$ cat config.mk
export PLATFORM = sky130hd
export DESIGN_NAME = acq_bank_writer
export DESIGN_NICKNAME = d
export VERILOG_FILES = /design/src/rtl/acq_bank_writer.sv
export SDC_FILE = /design/constraint.sdc
export NUM_CORES = 1
export LEC_CHECK = 0
export BUFFER_PORTS_ARGS = -buffer_cell sky130_fd_sc_hd__buf_2
export CORE_ASPECT_RATIO = 1.25
export CORE_MARGIN = 1
export CORE_UTILIZATION = 50
export CTS_CLUSTER_SIZE = 12
export DETAILED_ROUTE_END_ITERATION = 16
export PLACE_DENSITY = 0.82
export SLEW_MARGIN = 5
export SYNTH_ARGS = -nofsm -noshare
export SYNTH_HDL_FRONTEND = slang
export SYNTH_SLANG_ARGS = --single-unit
$ cat constraint.sdc
create_clock -name clk -period 2.4 [get_ports clk]
set_clock_uncertainty 0.05 [all_clocks]
set_input_delay 0.12 -clock clk [delete_from_list [all_inputs] [get_ports clk]]
set_output_delay 0.12 -clock clk [all_outputs]
set_load 0.02 [all_outputs]
$ cat src/rtl/acq_bank_writer.sv
// acq_bank_writer: captures acoustic-emission samples into a two-bank sample
// memory, ping-ponging between banks while the event lasts, and hands each
// filled bank / final partial bank to the downstream serial readout FSM.
module acq_bank_writer #(
    parameter int DEPTH   = 200,  // words per bank, must be <= 256
    parameter int DW      = 16,   // sample width
    parameter int HOLDOFF = 4     // cycles spent in HOLD, must be >= 1
) (
    input  logic          clk,
    input  logic          reset,
    input  logic          ae_active,
    input  logic          sample_valid,
    input  logic [DW-1:0] sample_data,
    input  logic          sending_data,
    output logic          we,
    output logic [8:0]    wr_addr,
    output logic [DW-1:0] wr_data,
    output logic          bank,
    output logic          bank0_full,
    output logic          bank1_full,
    output logic          memorization_completed,
    output logic [7:0]    idx_final,
    output logic [7:0]    dropped_cnt
);

    localparam logic [1:0] S_IDLE   = 2'd0;
    localparam logic [1:0] S_WRITE  = 2'd1;
    localparam logic [1:0] S_FINISH = 2'd2;
    localparam logic [1:0] S_HOLD   = 2'd3;

    localparam logic [7:0] LAST_IDX = 8'(DEPTH - 1);
    localparam int         HW        = (HOLDOFF > 1) ? $clog2(HOLDOFF) : 1;
    localparam logic [HW-1:0] HOLD_LAST = HW'(HOLDOFF - 1);

    logic [1:0]    state;
    logic          cur_bank;         // bank the next write goes to
    logic [7:0]    idx;              // index the next write goes to
    logic          wrote_in_bank;    // a word landed in cur_bank since the last toggle
    logic          reject_lock;      // rejected event still active, wait for ae_active low
    logic [HW-1:0] hold_cnt;

    logic start_ok;
    logic reject;
    logic write_fire;
    logic at_last;
    logic finish_partial;

    // An idle block accepts a new event only if readout is free and no rejected
    // event is still in progress; the first sample of the event may arrive with it.
    assign start_ok       = (state == S_IDLE) && ae_active && !sending_data && !reject_lock;
    assign reject         = (state == S_IDLE) && ae_active &&  sending_data && !reject_lock;
    assign write_fire     = sample_valid && (((state == S_WRITE) && ae_active) || start_ok);
    assign at_last        = (idx == LAST_IDX);
    assign finish_partial = (state == S_FINISH) && wrote_in_bank;

    // Control FSM, write pointer, bank ping-pong and rejected-event counter.
    always_ff @(posedge clk or posedge reset) begin
        // NOTE: sequential state uses non-blocking assignments only, so every
        // register here samples the pre-edge values regardless of statement order.
        if (reset) begin
            state         <= S_IDLE;
            cur_bank      <= 1'b0;
            idx           <= 8'd0;
            wrote_in_bank <= 1'b0;
            reject_lock   <= 1'b0;
            hold_cnt      <= '0;
            dropped_cnt   <= 8'd0;
        end else begin
            if (write_fire) begin
                if (at_last) begin
                    idx           <= 8'd0;
                    cur_bank      <= ~cur_bank;
                    wrote_in_bank <= 1'b0;
                end else begin
                    idx           <= idx + 8'd1;
                    wrote_in_bank <= 1'b1;
                end
            end

            case (state)
                S_IDLE: begin
                    if (!ae_active) begin
                        reject_lock <= 1'b0;
                    end
                    if (start_ok) begin
                        state <= S_WRITE;
                    end else if (reject) begin
                        reject_lock <= 1'b1;
                        if (dropped_cnt != 8'hFF) begin
                            dropped_cnt <= dropped_cnt + 8'd1;
                        end
                    end
                end
                S_WRITE: begin
                    if (!ae_active) begin
                        state <= S_FINISH;
                    end
                end
                S_FINISH: begin
                    // The partial bank is handed over, so the next event
                    // starts at the top of the other bank.
                    if (wrote_in_bank) begin
                        idx           <= 8'd0;
                        cur_bank      <= ~cur_bank;
                        wrote_in_bank <= 1'b0;
                    end
                    hold_cnt <= '0;
                    state    <= S_HOLD;
                end
                default: begin
                    if (hold_cnt == HOLD_LAST) begin
                        state <= S_IDLE;
                    end else begin
                        hold_cnt <= hold_cnt + HW'(1);
                    end
                end
            endcase
        end
    end

    // Registered memory port, bank indicator and handover pulses.
    always_ff @(posedge clk or posedge reset) begin
        if (reset) begin
            we                     <= 1'b0;
            wr_addr                <= 9'd0;
            wr_data                <= '0;
            bank                   <= 1'b0;
            bank0_full             <= 1'b0;
            bank1_full             <= 1'b0;
            memorization_completed <= 1'b0;
            idx_final              <= 8'd0;
        end else begin
            we <= write_fire;
            if (write_fire) begin
                wr_addr <= {cur_bank, idx};
                wr_data <= sample_data;
            end
            // bank trails cur_bank by one cycle so it changes together with
            // the full pulse and still names the completed bank at completion.
            bank       <= cur_bank;
            bank0_full <= we && (wr_addr[7:0] == LAST_IDX) && !wr_addr[8];
            bank1_full <= we && (wr_addr[7:0] == LAST_IDX) &&  wr_addr[8];
            memorization_completed <= finish_partial;
            if (finish_partial) begin
                idx_final <= idx - 8'd1;
            end
        end
    end

endmodule

==> results.sh, run 1 <==
export IMPL_status="complete, no violations"
export IMPL_rsz0062_at_grt="no"
export IMPL_maxSlewHeadroom_pct=55.74
export IMPL_htreeDepth=3
export IMPL_core_mm2=0.005152
export IMPL_antenna_found_initial=0
export IMPL_hp_class="in2reg"
export IMPL_cts_repair_resized=0
export IMPL_min_period_ns=2.119
export IMPL_min_period_over_period_pct=88.27
export IMPL_clock_sinks=61
export IMPL_drtIter0Drc=83
export IMPL_grt_max_degree=32
export IMPL_ctsRootBufferMaster="clkbuf_8"
export IMPL_dieArea_mm2=0.005731
export IMPL_clockBufferDepth=2
export IMPL_drive_gt1_share_pct=35.49
export IMPL_yosys_warnings=0
export IMPL_grt_pass1_wl_um=8963
export IMPL_die_w_um=67.91
export IMPL_cts_buffers=9
export IMPL_netlist_instances=230
export IMPL_worstRegToRegCells=6
export IMPL_firstDrtPassIters=4
export IMPL_drc_errors=0
export IMPL_area_growth_pct=27.05
export IMPL_port_buffers=66
export IMPL_finalSetupTns_ns=0
export IMPL_p_per_area_mw_per_mm2=1203
export IMPL_required_ns=2.60
export IMPL_ant_nets=0
export IMPL_final_util_pct=66.95
export IMPL_wl_per_cell_um=14.14
export IMPL_path_max_fanout=13
export IMPL_die_h_um=84.39
export IMPL_synth_nets=258
export IMPL_synthTopCellsByArea="dfrtp_1 56%, mux2_2 9.5%, xor2_1 3.5%, ha_1 3.2%, nand2_1 2.8%"
export IMPL_place_area_mm2=0.003093
export IMPL_syn_avg_cell_area_um2=11.80
export IMPL_routed_via_density=5.207
export IMPL_place_congestion=0.7921
export IMPL_yosys_area_top_type="dfrtp_1"
export IMPL_timing_hold_ws_ns=0.1046
export IMPL_start_util_pct=52.70
export IMPL_peakVddDrop_mv=0.6473
export IMPL_synth_top_area_share_pct=56.22
export IMPL_post_cts_buffers=0
export IMPL_tightestPinTransition_ns=0.6629
export IMPL_clock_fmax_mhz=472.0
export IMPL_finalMaxSlewViolations=0
export IMPL_seq_area_frac_synth_pct=56.22
export IMPL_critPathKind="reg2reg"
export IMPL_nets=347
export IMPL_ios=67
export IMPL_power_leakage_nw=1.739
export IMPL_clock_latency_ns=0.33
export IMPL_gr_total_overflow=0
export IMPL_grt_usage_pct=21.42
export IMPL_rows=29
export IMPL_final_cell_area_mm2=0.003450
export IMPL_vias=2010
export IMPL_hold_viol=0
export IMPL_diodes=0
export IMPL_critPathCaptureType="flop"
export IMPL_wirelength_um=5458
export IMPL_cts_tree="built"
export IMPL_hold_depth=3
export IMPL_maxCapViolCount=0
export IMPL_crit_path_start_kind="flop"
export IMPL_ys_types=39
export IMPL_synth_ff_latch_count=61
export IMPL_grt_pass1_vias=2013
export IMPL_clk_pin_slew_worst_paths_ns=0.07
export IMPL_hpwl_um=3574
export IMPL_arrival_ns=2.32
export IMPL_syn_area_mm2=0.002715
export IMPL_p_total_mw=4.150
export IMPL_postCtsHoldBufs=18
export IMPL_finalSetupViolations=0
[synthesized netlist by cell type]
library cell / count
inv_1: 13
and2_1: 1
ha_1: 7
and4b_1: 1
nand4_1: 3
nor2b_1: 1
o31ai_4: 1
xnor2_1: 6
nor3_1: 5
o21ai_0: 15
o211ai_1: 2
xor2_1: 11
clkbuf_1: 3
a2111oi_0: 1
and3_1: 1
o21ai_2: 1
buf_4: 1
o21ai_1: 1
nor4_1: 3
mux2_2: 23
a32o_1: 1
nor4bb_1: 1
or4_1: 3
buf_2: 1
o21a_1: 1
a221oi_1: 1
buf_6: 5
nor2_1: 14
nand2_1: 20
mux2i_1: 1
nand3_1: 5
a21oi_1: 7
nor3b_1: 1
o21ba_2: 1
or3b_2: 1
nand3b_1: 2
nor3b_4: 1
dfrtp_1: 61
o31ai_1: 3
[sequential cells by signal, summed over array words and instances (netlist names)]
register	cells
wr_data	16
wr_addr	9
dropped_cnt	8
idx	8
idx_final	8
hold_cnt	2
state	2
bank	1
bank0_full	1
bank1_full	1
cur_bank	1
memorization_completed	1
reject_lock	1
we	1
wrote_in_bank	1
[path summary, 6_finish.rpt]
kind,startpoint,to,slack (ns)
max reg2reg,state[0],idx[7],0.28
min reg2reg,cur_bank,bank,0.38
min,sending_data,reject_lock,0.10
min in group asynchronous,reset,wr_data[1],0.37
max in group asynchronous,reset,idx_final[0],1.33
max,state[0],idx[7],0.28
[stage by stage]
| stage | cells | setup WS (ns) |
|---|---|---|
| global route | 386 | 0.1388 |
| floorplan | 230 | 0.4582 |
| finish | 386 | 0.2815 |
| global placement | 352 | 0.3747 |
| CTS | 386 | 0.2801 |
| detailed placement | 352 | 0.3032 |
[report_power, final]
part	internal [mW]	leakage, nW	switching (mW)
registers	1.40	0.778	0.261
logic	0.706	0.873	0.982
clock network	0.398	0.0880	0.402
[logic make-up after synthesis]
| kind of cell | share of synthesized area (%) |
|---|---|
| multiplexers | 9.908 |
| buffers and inverters | 4.746 |
| AO/OA/AOI/OAI | 8.387 |
| flip-flops | 56.22 |
| AND/OR/NAND/NOR | 12.03 |
| adder cells (fa/ha/maj) | 3.226 |
| XOR/XNOR | 5.484 |
[cells in the final DEF, fill, tap and decap left out, types with 3 or more instances in the layout]
cell type	n
nor4_1	3
o21ai_0	15
clkbuf_8	10
dlygate4sd3_1	18
dfrtp_1	61
xnor2_1	6
inv_1	12
xor2_1	11
mux2_2	23
nor3_1	5
nand2_1	20
ha_1	7
buf_4	3
o31ai_1	3
buf_2	66
a21oi_1	7
or4_1	3
nand3_1	5
nand4_1	3
clkinv_2	3
nor2_1	14
[layout make-up]
type,instances,area (µm²)
multi-input cells,146,1067
fillers,396,1703
well taps,62,77.57
repair buffers,88,553.0
inverters,13,48.80
flip-flops and latches,61,1526
clock inverters,6,38.79
clock buffers,10,137.6
[worst max-delay path: stages (launching register included)]
cell and delay [ns]:
dfrtp_1 0.40, inv_1 0.09, ha_1 0.33, nor3b_4 0.32, o21ai_4 0.15, or4_1 0.53
a21oi_1 0.18
[per-layer routing]
| layer | up-vias | global-route usage (%) | share of wire, % |
|---|---|---|---|
| li1 | 975 | - | - |
| met1 | 949 | 23.93 | 41 |
| met2 | 72 | 34.38 | 49 |
| met3 | 14 | 7.201 | 6.4 |
| met4 | 0 | 12.88 | 2.9 |
| met5 | - | 0 | 0 |
No activity file was read; power rests on OpenSTA's default activity.
==> inputs of run 2 (changes only) <==
Settings changed: CAP_MARGIN set to 20.
Clock period 2.4 ns to 2.45 ns, I/O delays scaled along.
==> run 2 against run 1 <==
Against the previous run: worst setup slack got worse by 0.11 ns; count of clock-buffer cells in the layout fell by 1; final cell count did not move; wire length rose by 2.7%; first-iteration DRC count fell by 6.0%; flip-flop and latch count did not move; global-route usage fell by 0.31 points; hold slack got worse by 0.087 ns; sequential share of layout area fell by 0.55 points; sequential power barely moved; via count rose by 2.2%.
==> results.sh, run 2 (synthesis results as in run 1) <==
export IMPL_power_frac_clock_pct=22.9
export IMPL_clock_latency_ns=0.33
export IMPL_gr_total_overflow=0
export IMPL_drive_gt1_share_pct=35.80
export IMPL_r2r_start="state[0]"
export IMPL_critPathCaptureType="flop"
export IMPL_ios=67
export IMPL_ant_nets=0
export IMPL_drtIter0Drc=78
export IMPL_hp_class="in2reg"
export IMPL_largest_register="wr_data"
export IMPL_ctsRootBufferMaster="clkbuf_8"
export IMPL_mostFrequentLayoutCells="66 x buf_2, 61 x dfrtp_1, 23 x mux2_2"
export IMPL_crit_path_start="state[0]"
export IMPL_die_w_um=67.91
export IMPL_status="complete, no violations"
export IMPL_internal_power_mw=2.642
export IMPL_clockBufferDepth=2
export IMPL_r2r_slack_ns=0.17
export IMPL_hpwl_um=3609
export IMPL_diodes=0
export IMPL_grt_pass1_vias=2095
export IMPL_place_area_mm2=0.003093
export IMPL_clk_pin_slew_worst_paths_ns=0.07
export IMPL_hold_viol=0
export IMPL_p_seq_share_pct=38.0
export IMPL_peakVddDrop_mv=0.6816
export IMPL_r2r_end="idx[6]"
export IMPL_firstDrtPassIters=5
export IMPL_wl_per_cell_um=14.53
export IMPL_cts_tree="built"
export IMPL_largest_reg_flops=16
export IMPL_rows=29
export IMPL_area_growth_pct=28.66
export IMPL_path_max_fanout=12
export IMPL_crit_path_end="idx[6]"
export IMPL_cts_buffers=9
export IMPL_finalSetupTns_ns=0
export IMPL_finalMaxSlewViolations=0
export IMPL_maxCapViolCount=0
export IMPL_cts_repair_resized=0
export IMPL_grt_usage_pct=21.11
export IMPL_grt_max_degree=37
export IMPL_critPathKind="reg2reg"
export IMPL_maxSlewHeadroom_pct=52.02
export IMPL_final_cell_area_mm2=0.003493
export IMPL_grt_pass1_wl_um=9163
export IMPL_min_period_over_period_pct=93.18
export IMPL_min_period_ns=2.283
export IMPL_place_congestion=0.7960
export IMPL_timing_hold_ws_ns=0.01723
export IMPL_dieArea_mm2=0.005731
export IMPL_arrival_ns=2.48
export IMPL_htreeDepth=3
export IMPL_die_h_um=84.39
export IMPL_biggestRegsByFlops="wr_data x16, wr_addr x9"
export IMPL_drc_errors=0
export IMPL_vias=2054
export IMPL_switching_power_mw=1.641
export IMPL_sw_frac_of_total_pct=38.31
export IMPL_rsz0062_at_grt="no"
export IMPL_comb_power_share_pct=39.1
export IMPL_worstRegToRegCells=6
export IMPL_crit_path_start_kind="flop"
export IMPL_port_buffers=66
export IMPL_required_ns=2.65
export IMPL_start_util_pct=52.70
export IMPL_clock_sinks=61
export IMPL_core_mm2=0.005152
export IMPL_routed_via_density=5.321
export IMPL_nets=347
export IMPL_final_common_cell="buf_2"
export IMPL_clock_fmax_mhz=438.0
export IMPL_wirelength_um=5608
export IMPL_p_per_area_mw_per_mm2=1226
export IMPL_power_leakage_nw=1.755
export IMPL_finalSetupViolations=0
export IMPL_tightestPinTransition_ns=0.7187
export IMPL_antenna_found_initial=0
run 2: changes by cell type in the layout (fill, tap and decap cells not counted):
cell           before  now
clkbuf_8           10    9
clkinv_2            3    1
bufinv_16           0    2
o21ai_2             0    1
inv_6               0    1
dlygate4sd3_1      18   17
run 2: cell type report:
class	count	area, µm²
Clock buffer	9	123.9
Clock inverter	7	97.59
Fill cell	387	1659
Inverter	13	48.80
Multi-Input combinational cell	147	1076
Sequential cell	61	1526
Tap cell	62	77.57
Timing Repair Buffer	87	543.0
run 2: metrics by stage:
stage	utilization (%)	instances	worst slack (ns)	power [mW]
finish	67.80	386	0.1670	4.282
global route	67.80	386	0.02098	4.575
CTS	67.63	385	0.1323	4.296
detailed placement	60.03	352	0.1545	3.283
global placement	60.03	352	0.2488	3.210
floorplan	-	230	0.5082	2.810
run 2: power groups by stage:
stage	Sequential [mW]	Clock [mW]	Combinational, mW
2_1_floorplan	1.94	0	0.874
3_3_place_gp	1.62	0	1.59
3_5_place_dp	1.64	0	1.64
4_1_cts	1.62	1.00	1.67
5_1_grt	1.67	1.05	1.85
6_report	1.63	0.979	1.68
run 2: critical path: stages, from the launching register on:
cell and delay [ns]:
dfrtp_1 0.40, inv_1 0.09, ha_1 0.34, nor3b_4 0.38
o21ai_2 0.21, or4_1 0.54, a21oi_1 0.17
run 2: how the worst min path moves through the flow:
stage          cells after the start        endpoint      start  slack (ns)
3_3_place_gp                       2  dropped_cnt[0]      reset        0.23
3_5_place_dp                       2  dropped_cnt[3]      reset        0.23
4_1_cts                            3     reject_lock  ae_active       0.003
5_1_grt                            3     reject_lock  ae_active        0.03
6_report                           3     reject_lock  ae_active        0.02
2_1_floorplan                      2     reject_lock  ae_active        0.20
run 2: per-layer routing:
layer	GRT usage (%)	part of all wire [%]	routed length, µm
met1	25.74	40	2267
met2	35.10	51	2882
met3	4.348	6.6	372
met4	9.470	1.5	85
met5	0	0	0
run 2: timing repair:
item | in CTS | in global routing
endpoints found under the hold margin | 50 | 0
buffers inserted | 0 | 0
hold buffers | 17 | 0
setup endpoints to repair | 0 | 2
